==> src/rtl/bist_pkg.sv <==
// Shared types, default feedback masks and the shift/feedback step used by the
// BIST pattern generator and signature register.
package bist_pkg;

    typedef enum logic [1:0] {
        ST_IDLE,
        ST_RUN,
        ST_COMPARE,
        ST_DONE
    } bist_state_t;

    // Widest register lfsr_next can step; callers zero-extend and truncate.
    localparam int MAX_W = 64;

    // x^35 + x^33 + 1 and x^49 + x^40 + 1 (maximal length).
    localparam logic [34:0] DEF_LFSR_TAPS = 35'h5_0000_0000;
    localparam logic [48:0] DEF_MISR_TAPS = 49'h1_0080_0000_0000;

    function automatic logic [MAX_W-1:0] lfsr_next(input logic [MAX_W-1:0] state,
                                                   input logic [MAX_W-1:0] taps);
        return {state[MAX_W-2:0], ^(state & taps)};
    endfunction

endpackage

==> src/rtl/bist_engine_if.sv <==
// Bundle of the BIST control/status and CUT-side signals seen by bist_engine.
interface bist_engine_if #(
    parameter int PI_W = 35,
    parameter int PO_W = 49
);
    logic            bistmode;
    logic [PI_W-1:0] sys_pi;
    logic [PO_W-1:0] cut_po;
    logic [PI_W-1:0] cut_pi;
    logic            bistdone;
    logic            bistpass;
    logic [PO_W-1:0] signature;

    modport master (
        output bistmode, sys_pi, cut_po,
        input  cut_pi, bistdone, bistpass, signature
    );

    modport slave (
        input  bistmode, sys_pi, cut_po,
        output cut_pi, bistdone, bistpass, signature
    );
endinterface

==> src/rtl/bist_lfsr.sv <==
// Left-shifting LFSR with parallel XOR input: par_in=0 generates patterns,
// par_in=CUT response makes it a MISR.
module bist_lfsr
    import bist_pkg::*;
#(
    parameter int           W    = 4,
    parameter logic [W-1:0] TAPS = '0,
    parameter logic [W-1:0] INIT = '0
) (
    input  logic         clk,
    input  logic         rst,
    input  logic         en,
    input  logic         load,
    input  logic [W-1:0] load_val,
    input  logic [W-1:0] par_in,
    output logic [W-1:0] q
);

    logic [W-1:0] shifted;

    assign shifted = W'(lfsr_next(MAX_W'(q), MAX_W'(TAPS)));

    always_ff @(posedge clk or negedge rst) begin
        if (!rst) begin
            q <= INIT;
        end else if (load) begin
            q <= load_val;
        end else if (en) begin
            q <= shifted ^ par_in;
        end
    end

endmodule

==> src/rtl/bist_engine.sv <==
// BIST controller: LFSR drives the CUT, MISR compacts its response, and the
// final signature is checked against GOLDEN_SIG; otherwise sys_pi passes through.
module bist_engine
    import bist_pkg::*;
#(
    parameter int              PI_W         = 35,
    parameter int              PO_W         = 49,
    parameter int              NUM_PATTERNS = 2000,
    parameter logic [PI_W-1:0] LFSR_TAPS    = PI_W'(DEF_LFSR_TAPS),
    parameter logic [PO_W-1:0] MISR_TAPS    = PO_W'(DEF_MISR_TAPS),
    parameter logic [PI_W-1:0] SEED         = PI_W'(1),
    parameter logic [PO_W-1:0] GOLDEN_SIG   = '0
) (
    input logic          clk,
    input logic          rst,
    bist_engine_if.slave bus
);

    localparam int              CNT_W    = $clog2(NUM_PATTERNS + 1);
    localparam logic [PI_W-1:0] SEED_EFF = (SEED == '0) ? PI_W'(1) : SEED;
    localparam logic [CNT_W-1:0] LAST    = CNT_W'(NUM_PATTERNS - 1);

    bist_state_t     state, state_next;
    logic [CNT_W-1:0] count;
    logic            pass_r;
    logic            done_q;
    logic            pass_q;
    logic            in_idle;
    logic            in_run;
    logic [PI_W-1:0] lfsr_q;
    logic [PO_W-1:0] misr_q;

    assign in_idle = (state == ST_IDLE);
    assign in_run  = (state == ST_RUN);

    bist_lfsr #(.W(PI_W), .TAPS(LFSR_TAPS), .INIT(SEED_EFF)) u_gen (
        .clk      (clk),
        .rst      (rst),
        .en       (in_run),
        .load     (in_idle),
        .load_val (SEED_EFF),
        .par_in   ('0),
        .q        (lfsr_q)
    );

    bist_lfsr #(.W(PO_W), .TAPS(MISR_TAPS), .INIT('0)) u_misr (
        .clk      (clk),
        .rst      (rst),
        .en       (in_run),
        .load     (in_idle),
        .load_val ('0),
        .par_in   (bus.cut_po),
        .q        (misr_q)
    );

    // Dropping bistmode anywhere outside IDLE returns there; DONE only exits that way.
    always_comb begin
        state_next = state;
        case (state)
            ST_IDLE:    if (bus.bistmode) state_next = ST_RUN;
            ST_RUN:     if (!bus.bistmode) state_next = ST_IDLE;
                        else if (count == LAST) state_next = ST_COMPARE;
            ST_COMPARE: state_next = bus.bistmode ? ST_DONE : ST_IDLE;
            ST_DONE:    if (!bus.bistmode) state_next = ST_IDLE;
            default:    state_next = ST_IDLE;
        endcase
    end

    always_ff @(posedge clk or negedge rst) begin
        if (!rst) begin
            state  <= ST_IDLE;
            count  <= '0;
            pass_r <= 1'b0;
        end else begin
            state <= state_next;
            if (in_idle) begin
                count <= '0;
            end else if (in_run) begin
                count <= count + 1'b1;
            end
            if (state == ST_COMPARE) begin
                pass_r <= (misr_q == GOLDEN_SIG);
            end
        end
    end

    // Status flags trail DONE entry by one cycle and clear on the exit edge.
    always_ff @(posedge clk or negedge rst) begin
        if (!rst) begin
            done_q <= 1'b0;
            pass_q <= 1'b0;
        end else if (state == ST_DONE && bus.bistmode) begin
            done_q <= 1'b1;
            pass_q <= pass_r;
        end else begin
            done_q <= 1'b0;
            pass_q <= 1'b0;
        end
    end

    assign bus.cut_pi    = in_run ? lfsr_q : bus.sys_pi;
    assign bus.bistdone  = done_q;
    assign bus.bistpass  = pass_q;
    assign bus.signature = misr_q;

endmodule

==> src/flat_wrapper.sv <==
// flat-port wrapper written by rule: the top's interface ports become plain ports
module bist_engine_flat import bist_pkg::*;
#(
    parameter int              PI_W         = 35,
    parameter int              PO_W         = 49,
    parameter int              NUM_PATTERNS = 2000,
    parameter logic [PI_W-1:0] LFSR_TAPS    = PI_W'(DEF_LFSR_TAPS),
    parameter logic [PO_W-1:0] MISR_TAPS    = PO_W'(DEF_MISR_TAPS),
    parameter logic [PI_W-1:0] SEED         = PI_W'(1),
    parameter logic [PO_W-1:0] GOLDEN_SIG   = '0
)
  (clk, rst, bus_bistmode, bus_sys_pi, bus_cut_po, bus_cut_pi, bus_bistdone, bus_bistpass, bus_signature);
  bist_engine_if #(.PI_W(PI_W), .PO_W(PO_W)) bus_i ();
  input logic clk;
  input logic rst;
  input wire logic [$bits(bus_i.bistmode)-1:0] bus_bistmode;
  input wire logic [$bits(bus_i.sys_pi)-1:0] bus_sys_pi;
  input wire logic [$bits(bus_i.cut_po)-1:0] bus_cut_po;
  output wire logic [$bits(bus_i.cut_pi)-1:0] bus_cut_pi;
  output wire logic [$bits(bus_i.bistdone)-1:0] bus_bistdone;
  output wire logic [$bits(bus_i.bistpass)-1:0] bus_bistpass;
  output wire logic [$bits(bus_i.signature)-1:0] bus_signature;
  assign bus_i.bistmode = bus_bistmode;
  assign bus_i.sys_pi = bus_sys_pi;
  assign bus_i.cut_po = bus_cut_po;
  assign bus_cut_pi = bus_i.cut_pi;
  assign bus_bistdone = bus_i.bistdone;
  assign bus_bistpass = bus_i.bistpass;
  assign bus_signature = bus_i.signature;
  bist_engine #(.PI_W(PI_W), .PO_W(PO_W), .NUM_PATTERNS(NUM_PATTERNS), .LFSR_TAPS(LFSR_TAPS), .MISR_TAPS(MISR_TAPS), .SEED(SEED), .GOLDEN_SIG(GOLDEN_SIG)) u_core (.clk(clk), .rst(rst), .bus(bus_i));
endmodule
==> config.mk <==
export PLATFORM = sky130hd
export DESIGN_NAME = bist_engine_flat
export DESIGN_NICKNAME = d
export VERILOG_FILES = /design/src/rtl/bist_pkg.sv /design/src/rtl/bist_engine_if.sv /design/src/rtl/bist_lfsr.sv /design/src/rtl/bist_engine.sv /design/src/flat_wrapper.sv
export SDC_FILE = /design/constraint.sdc
export NUM_CORES = 1
export LEC_CHECK = 0
export CORE_MARGIN = 1
export CORE_UTILIZATION = 48
export CTS_CLUSTER_SIZE = 25
export DETAILED_ROUTE_END_ITERATION = 12
export PLACE_DENSITY = 0.93
export SYNTH_ARGS = -nofsm -noshare
export SYNTH_HDL_FRONTEND = slang
export SYNTH_SLANG_ARGS = --single-unit
export TNS_END_PERCENT = 100
==> constraint.sdc <==
create_clock -name clk -period 3.1 [get_ports clk]
set_clock_uncertainty 0.15 [all_clocks]
set_input_delay 0.31 -clock clk [delete_from_list [all_inputs] [get_ports clk]]
set_output_delay 0.31 -clock clk [all_outputs]
set_load 0.01 [all_outputs]
# Word-level counts from Yosys, hierarchy flattened
# Cells that the tools add are included.
# totals
reg_bits	100
inputBits	87
# classes
n_addsub	1
eq_ne	7
n_mux	15
n_bitwise	1
reduce_logical	7
# ops
op	count
64-bit parity	2
35-bit 2-to-1 mux	3
49-bit 2-to-1 mux	2
49-bit logical NOT	1
49-bit bitwise XOR	1
11-bit 2-to-1 mux	2
11-bit by 1-bit adder with 11-bit output, second input constant	1
11-bit == test, second input constant	1
2-bit 2-to-1 mux	5
2-bit one-hot mux with 4 select lines	1
2-bit == test, second input constant	2
2-bit != test, second input constant	2
3-bit != test, second input constant	1
3-bit AND reduction	1
2-bit by 1-bit == test with 1-bit output, second input constant	1
2-bit logical NOT	1
1-bit 2-to-1 mux	2
2-bit nonzero test	1
1-bit logical AND	1

# Logic depth before layout (Yosys ltp)
# logic_depth
ltp_word	4
mapped_depth	6
depth_no_buf	4

# Hierarchy
# Synthesis repeated with hierarchy kept, for this count alone.
# unflattened
cells_unflattened	657
hier_area_um2	6029.5
# by_module_without_submodules
module	n_inst	cells_each	area_per_inst_um2
bist_lfsr (u_core.u_misr)	1	265	2765.2
bist_lfsr (u_core.u_gen)	1	190	1968.1
bist_engine	1	202	1296.2

# Worst setup path before layout
# OpenSTA, ideal clock, no wires.
# synth_timing
path_kind	register to output
from	register u_core.state[0]
to	output port bus_cut_pi[0]
t_arrival_ns	1.222
t_required_ns	2.640
setup_slack_ns	1.418
path_stages_with_launch	7
path_cell_list	dfrtp_1 buf_2 nor2b_1 clkbuf_1 clkbuf_1 nand2_1 nand2_1
# synth_via
elab_chain_len	2
# synth_rtl
item	line_no	rtl
from (decl)	bist_engine.sv:23	bist_state_t state, state_next;
from (signal assigned)	bist_engine.sv:75	state <= state_next;
2-bit by 1-bit == test with 1-bit output	bist_engine.sv:34	assign in_run = (state == ST_RUN);
35-bit 2-to-1 mux	bist_engine.sv:101	assign bus.cut_pi = in_run ? lfsr_q : bus.sys_pi;
to (decl)	flat_wrapper.sv:19	output wire logic [$bits(bus_i.cut_pi)-1:0] bus_cut_pi;
# Every way passes these cells.

# Worst setup path after layout
# layout_timing
from	register u_core.state[0]
to	output port bus_cut_pi[33]
# Same word-level chain as after synthesis.

==> results.json <==
{
  "fp.dieH_um": 100.4,
  "dp_hpwl_um": 9215,
  "hold_path_class": "reg -> reg",
  "ys.warnings.count": 0,
  "worstPathArrival_ps": 2190,
  "dieArea_um2": 10080,
  "initial_core_util_pct": 49.82,
  "routed_wl_um": 13000,
  "synth_common_cells": "nand2_1 (170), dfrtp_1 (99), o21ai_0 (54)",
  "cp.required_ps": 2640,
  "clock_latency_ps": 370,
  "vdd_drop_max_mv": 0.2721,
  "n_antenna_cell": 0,
  "synthTopCellsByArea": "dfrtp_1 (53%), nand2_1 (14%), xnor2_1 (9.4%)",
  "multi_input_area_um2": 2012,
  "cp_max_fo": 70,
  "cts_made_buffers": 9,
  "dr_total_vias": 4244,
  "min_period_ps": 2647,
  "area.growth.synth_to_final_pct": 43.40,
  "slew_headroom_pct": 37.95,
  "pre_cts_ws_ps": 859.8,
  "row_count": 35,
  "rsz0062_at_grt": "no",
  "drc": 0,
  "totalPowerFinal_mw": 2.825,
  "yosysSeqAreaShare_pct": 53.88,
  "portBuffers": 172,
  "drive_gt1_share_pct": 3.799,
  "hold_viol_final": 0,
  "timing.final.crit_share_pct": 85.40,
  "seq_area_um2": 2505,
  "fmax_mhz": 377.7,
  "ant_nets": 0,
  "yosysUniqueCellTypes": 33,
  "synth-edff-count": 0,
  "critPathCaptureType": "output pin",
  "setup_viol": 0,
  "cts_sinks": 100,
  "yosys.area.top_type": "dfrtp_1",
  "grt_overflow": 0,
  "synth_top_area_share_pct": 53.31,
  "finalWorstSetupSlack_ps": 452.5,
  "worst-r2r-setup-slack_ps": 920,
  "leakage_nw": 2.844,
  "final_max_slew_viol_count": 0,
  "critPathKind": "reg -> out",
  "die_w_um": 100.4,
  "grt_pass1_wl_um": 21270,
  "initialDrtViolationCount": 191,
  "h-tree-depth": 3,
  "grt_usage_pct": 27.35,
  "ios": 173,
  "syn_avg_cell_area_um2": 9.407,
  "yosysMostFrequentCell": "nand2_1",
  "start_kind": "register",
  "final_nets": 741,
  "syn_area_um2": 4647,
  "stdcell_area_um2": 6664,
  "grt_antenna_before_repair": 0,
  "gp_congestion": 0.8498,
  "max_cap_viol_count": 0,
  "clk_pin_slew_ps": 100,
  "async_flop_share_pct": 100.0,
  "grt_pass1_vias": 4268,
  "fillerInstances": 692,
  "power_density_nw_per_um2": 424.0,
  "dr.pass1.iters": 5,
  "cts_tree": "done",
  "syn-num-nets": 582,
  "wire_per_inst_um": 16.51,
  "worst_pin_slew_ps": 930.7,
  "synth_cells": 494,
  "grt_max_degree": 98,
  "core_area_um2": 9328,
  "synth-seq-cells": 100,
  "clock-root-buffer": "clkbuf_8",
  "clockBufferDepth": 2,
  "status": "completed",
  "via_per_inst": 5.393,
  "placedInstanceArea_um2": 6480,
  "tns_ps": 0,
  "synthFlopType": "dfrtp_1"
}
==> registers in the layout (all words and copies together), names as in the netlist <==
name	count
u_core.u_misr.q	49
u_core.u_gen.q	35
u_core.count	11
u_core.state	2
u_core.bus.bistdone	1
u_core.bus.bistpass	1
u_core.pass_r	1
==> placed cells by master, fill, tap and decap left out, types with 2 or more instances in the layout <==
| master | count |
|---|---|
| clkbuf_8 | 9 |
| dfrtp_1 | 98 |
| nor4_1 | 12 |
| nand3_1 | 4 |
| o22ai_1 | 2 |
| a21oi_1 | 8 |
| o21ai_0 | 54 |
| nand4_1 | 3 |
| xnor2_1 | 50 |
| clkdlybuf4s50_1 | 171 |
| inv_1 | 4 |
| buf_12 | 3 |
| buf_4 | 2 |
| o31ai_1 | 5 |
| nor2b_1 | 2 |
| a22o_1 | 31 |
| clkinvlp_4 | 2 |
| or4_1 | 5 |
| nand2_1 | 170 |
| inv_6 | 2 |
==> kinds of logic after synthesis <==
family / synth area share (%)
XOR/XNOR: 9.612
adder cells (fa/ha/maj): 0.2692
AND/OR/NAND/NOR: 19.06
AO/OA/AOI/OAI: 14.14
buffers and inverters: 3.042
flip-flops: 53.88
==> routing by layer <==
metal	wire length (um)	global-route usage (%)	vias to the layer above
met1	5188	34.76	2095
met3	614	6.825	26
met4	343	10.70	0
li1	-	-	1987
met2	6849	45.10	136
met5	0	0	-
==> power by group <==
part	internal, mW	switching (mW)	leakage, nW
logic	0.354	0.228	1.43
clock network	0.298	0.462	0.0833
registers	1.38	0.108	1.33
total	2.03	0.798	2.84
==> worst paths after layout <==
path | endpoint | start | depth (start not counted)
max in group asynchronous | u_core.u_gen.q[15] | rst | 3
min in group asynchronous | u_core.u_gen.q[8] | rst | 2
max reg2reg | u_core.count[10] | u_core.state[1] | 4
max | bus_cut_pi[33] | u_core.state[0] | 5
min | u_core.u_gen.q[33] | u_core.u_gen.q[33] | 2
min reg2reg | u_core.u_gen.q[33] | u_core.u_gen.q[33] | 2
==> critical path, stage by stage (launching register included) <==
cell             delay, ps
dfrtp_1                550
nor2b_4                250
buf_12                 280
nand2_1                110
nand2_1                 70
clkdlybuf4s50_1        540
==> per-stage QoR <==
stage	std cells	hold WS, ps	utilization [%]
after floorplan	494	-135.6	-
after global placement	770	257.4	69.47
after detailed placement	770	269.0	69.47
after CTS	787	353.8	71.44
after global routing	787	370.3	71.44
final	787	348.8	71.44
==> repair_timing <==
item	CTS	global route
gates resized for setup	0	0
buffers inserted	0	0
endpoints found under the hold margin	55	0
endpoints found under the setup margin	0	0
hold buffers	1	0
==> final cells by class <==
| class | instances | area share (%) |
|---|---|---|
| flip-flops and latches | 100 | 37.59 |
| multi-input cells | 361 | 30.19 |
| repair buffers | 177 | 26.96 |
| well taps | 129 | 2.422 |
| clock buffers | 10 | 1.915 |
| clock inverters | 6 | 0.6947 |
| inverters | 4 | 0.2253 |
(Power assumes the default switching activity.)
==> RTL edit, RTL diff (config.mk and constraints unchanged) <==
`NUM_PATTERNS` is set to 2000 in 2 places; all go to 8000.
--- a/src/rtl/bist_engine.sv
+++ b/src/rtl/bist_engine.sv
@@ -6,5 +6,5 @@
     parameter int              PI_W         = 35,
     parameter int              PO_W         = 49,
-    parameter int              NUM_PATTERNS = 2000,
+    parameter int              NUM_PATTERNS = 8000,
     parameter logic [PI_W-1:0] LFSR_TAPS    = PI_W'(DEF_LFSR_TAPS),
     parameter logic [PO_W-1:0] MISR_TAPS    = PO_W'(DEF_MISR_TAPS),
--- a/src/flat_wrapper.sv
+++ b/src/flat_wrapper.sv
@@ -4,5 +4,5 @@
     parameter int              PI_W         = 35,
     parameter int              PO_W         = 49,
-    parameter int              NUM_PATTERNS = 2000,
+    parameter int              NUM_PATTERNS = 8000,
     parameter logic [PI_W-1:0] LFSR_TAPS    = PI_W'(DEF_LFSR_TAPS),
     parameter logic [PO_W-1:0] MISR_TAPS    = PO_W'(DEF_MISR_TAPS),
Formal check against the unedited RTL: no difference found for any inputs over 10 cycles, from zero or initial values and one cycle with rst low; that may be too few to reach the edited logic, so the function may still have changed.
==> RTL edit against the original RTL <==
Synthesized area up 3.1%; routed wire length down 4.6%; worst setup slack worse by 0.26 ns; first-iteration DRC count up 39%; cell count up 2.3%; total power up 5.3%; count of clock-buffer cells in the layout unchanged; sequential cell count up 2; cell area up 2.7%.
==> RTL edit: results (changes against the original RTL) <==
pre_cts_ws_ns: 0.589  # -0.271 ns
ys_types: 34  # +3.0%
grtUsageTotal_pct: 24.8  # -2.6 points
grt_pass1_vias: 4133  # -3.2%
arrival_ns: 2.45  # +0.26 ns
hpwl_um: 8750  # -5.1%
power_leakage_nw: 2.94  # +3.5%
outcome: "complete, no violations"
clock_latency_ns: 0.36
muxShareOfSynthArea_pct: 0.418  # +0.42 points
synthAdderAreaFrac_pct: 0.261  # -0.0080 points
wl_per_cell_um: 15.4  # -6.7%
synth_top_cells_by_count: "nand2_1 (164), dfrtp_1 (101), o21ai_0 (53), xnor2_1 (52), a22o_1 (35)"
clock_path_buffers: 2  # unchanged
largest_registers: "u_core.u_misr.q x49, u_core.u_gen.q x35, u_core.count x13"
netlist_top_cells_area: "dfrtp_1 (53%), nand2_1 (13%), xnor2_1 (9.5%)"
drive_gt1_share_pct: 4.32  # +0.52 points
ys_async_sr_fraction_pct: 100  # unchanged
ctsResizeCount: 0  # unchanged
final_nets: 755  # +1.9%
synth-xor-area-share_pct: 10.1  # +0.45 points
dpl_cell_area_sq_um: 6620  # +2.2%
drtIter0Drc: 266  # +39%
critPathSlowestCell: "dfrtp_4"
finalWeightedCongestion: 0.830  # -2.4%
syn_inst: 506  # +2.4%
vias: 4327  # +2.0%
path_delay_family: "simple AND/OR/NAND/NOR gates"
insertedDiodeCount: 0  # unchanged
syn-num-nets: 594  # +2.1%
grt_max_degree: 73  # -26%
hold_depth: 1  # -1
ir_worst_vdd_uv: 328  # +21%
grt_first_pass_wirelength_um: 20100  # -5.7%
cpPeakStageDelay_ns: 0.61  # +0.06 ns
dr.pass1.iters: 5  # unchanged
cts_buffers: 9  # unchanged
antenna_found_initial: 0  # unchanged
cp_max_fo: 37  # -47%
yosysSeqAreaShare_pct: 53.3  # -0.56 points
place_inst: 788  # +2.3%
relSlewSlack_pct: 48.3  # +10 points
htree_num_levels: 3  # unchanged
cts_setup_buffers: 0  # unchanged
synth_compound_area_share_pct: 13.9  # -0.24 points
vias_per_cell: 5.38  # -0.32%
==> RTL edit: cell types whose count changed in the layout (fill, tap and decap cells not counted), sizes merged, moves of 3 or more <==
cell,delta
a22o,+4
o31ai,-5
a21oi,-3
nand2,-6
nor3,+6
or4,-5
nand4,+5
o21ai,+3
nor2,+7
==> RTL edit: path summary, 6_finish.rpt <==
check | slack, ns | start | to
min in group asynchronous | 0.42 | rst | u_core.u_gen.q[25]
worst min register to register | 0.37 | u_core.u_gen.q[0] | u_core.u_gen.q[0]
max in group asynchronous | 1.67 | rst | u_core.u_misr.q[16]
worst min-delay path | 0.37 | u_core.u_gen.q[0] | u_core.u_gen.q[0]
worst max register to register | 0.96 | u_core.state[1] | u_core.u_misr.q[47]
worst max-delay path | 0.19 | u_core.state[1] | bus_cut_pi[25]
==> RTL edit: logic make-up (layout without fill, tap and decap cells) <==
group | Yosys count | after routing
mux | 2 | 2
simple gates | 212 | 212
xor+xnor | 55 | 55
flops | 102 | 102
compound gates | 103 | 103
buf+inv | 31 | 197
fa+ha+maj | 1 | 1
==> RTL edit: layout make-up <==
cell class	count	area, sq um
clock inverter	6	76.3
inverter	2	7.51
fill	700	2890
multi-input combinational	373	2100
clock buffer	10	138
timing repair buffer	179	1800
sequential	102	2560
tap	133	166
==> RTL edit: power breakdown <==
| part | switching, mW | internal [mW] | total (mW) | leakage [nW] |
|---|---|---|---|---|
| combinational | 0.226 | 0.352 | 0.579 | 1.48 |
| clock | 0.476 | 0.410 | 0.886 | 0.109 |
| sequential | 0.108 | 1.40 | 1.51 | 1.36 |
==> RTL edit: routing by layer <==
layer	part of all wire, %	wire length (um)	track usage, %	vias to the layer above
met5	0	0	0	-
met3	7.2	897	5.06	16
li1	-	-	-	2036
met4	0.72	89	7.58	0
met1	43	5330	33.1	2076
met2	49	6080	41.2	199
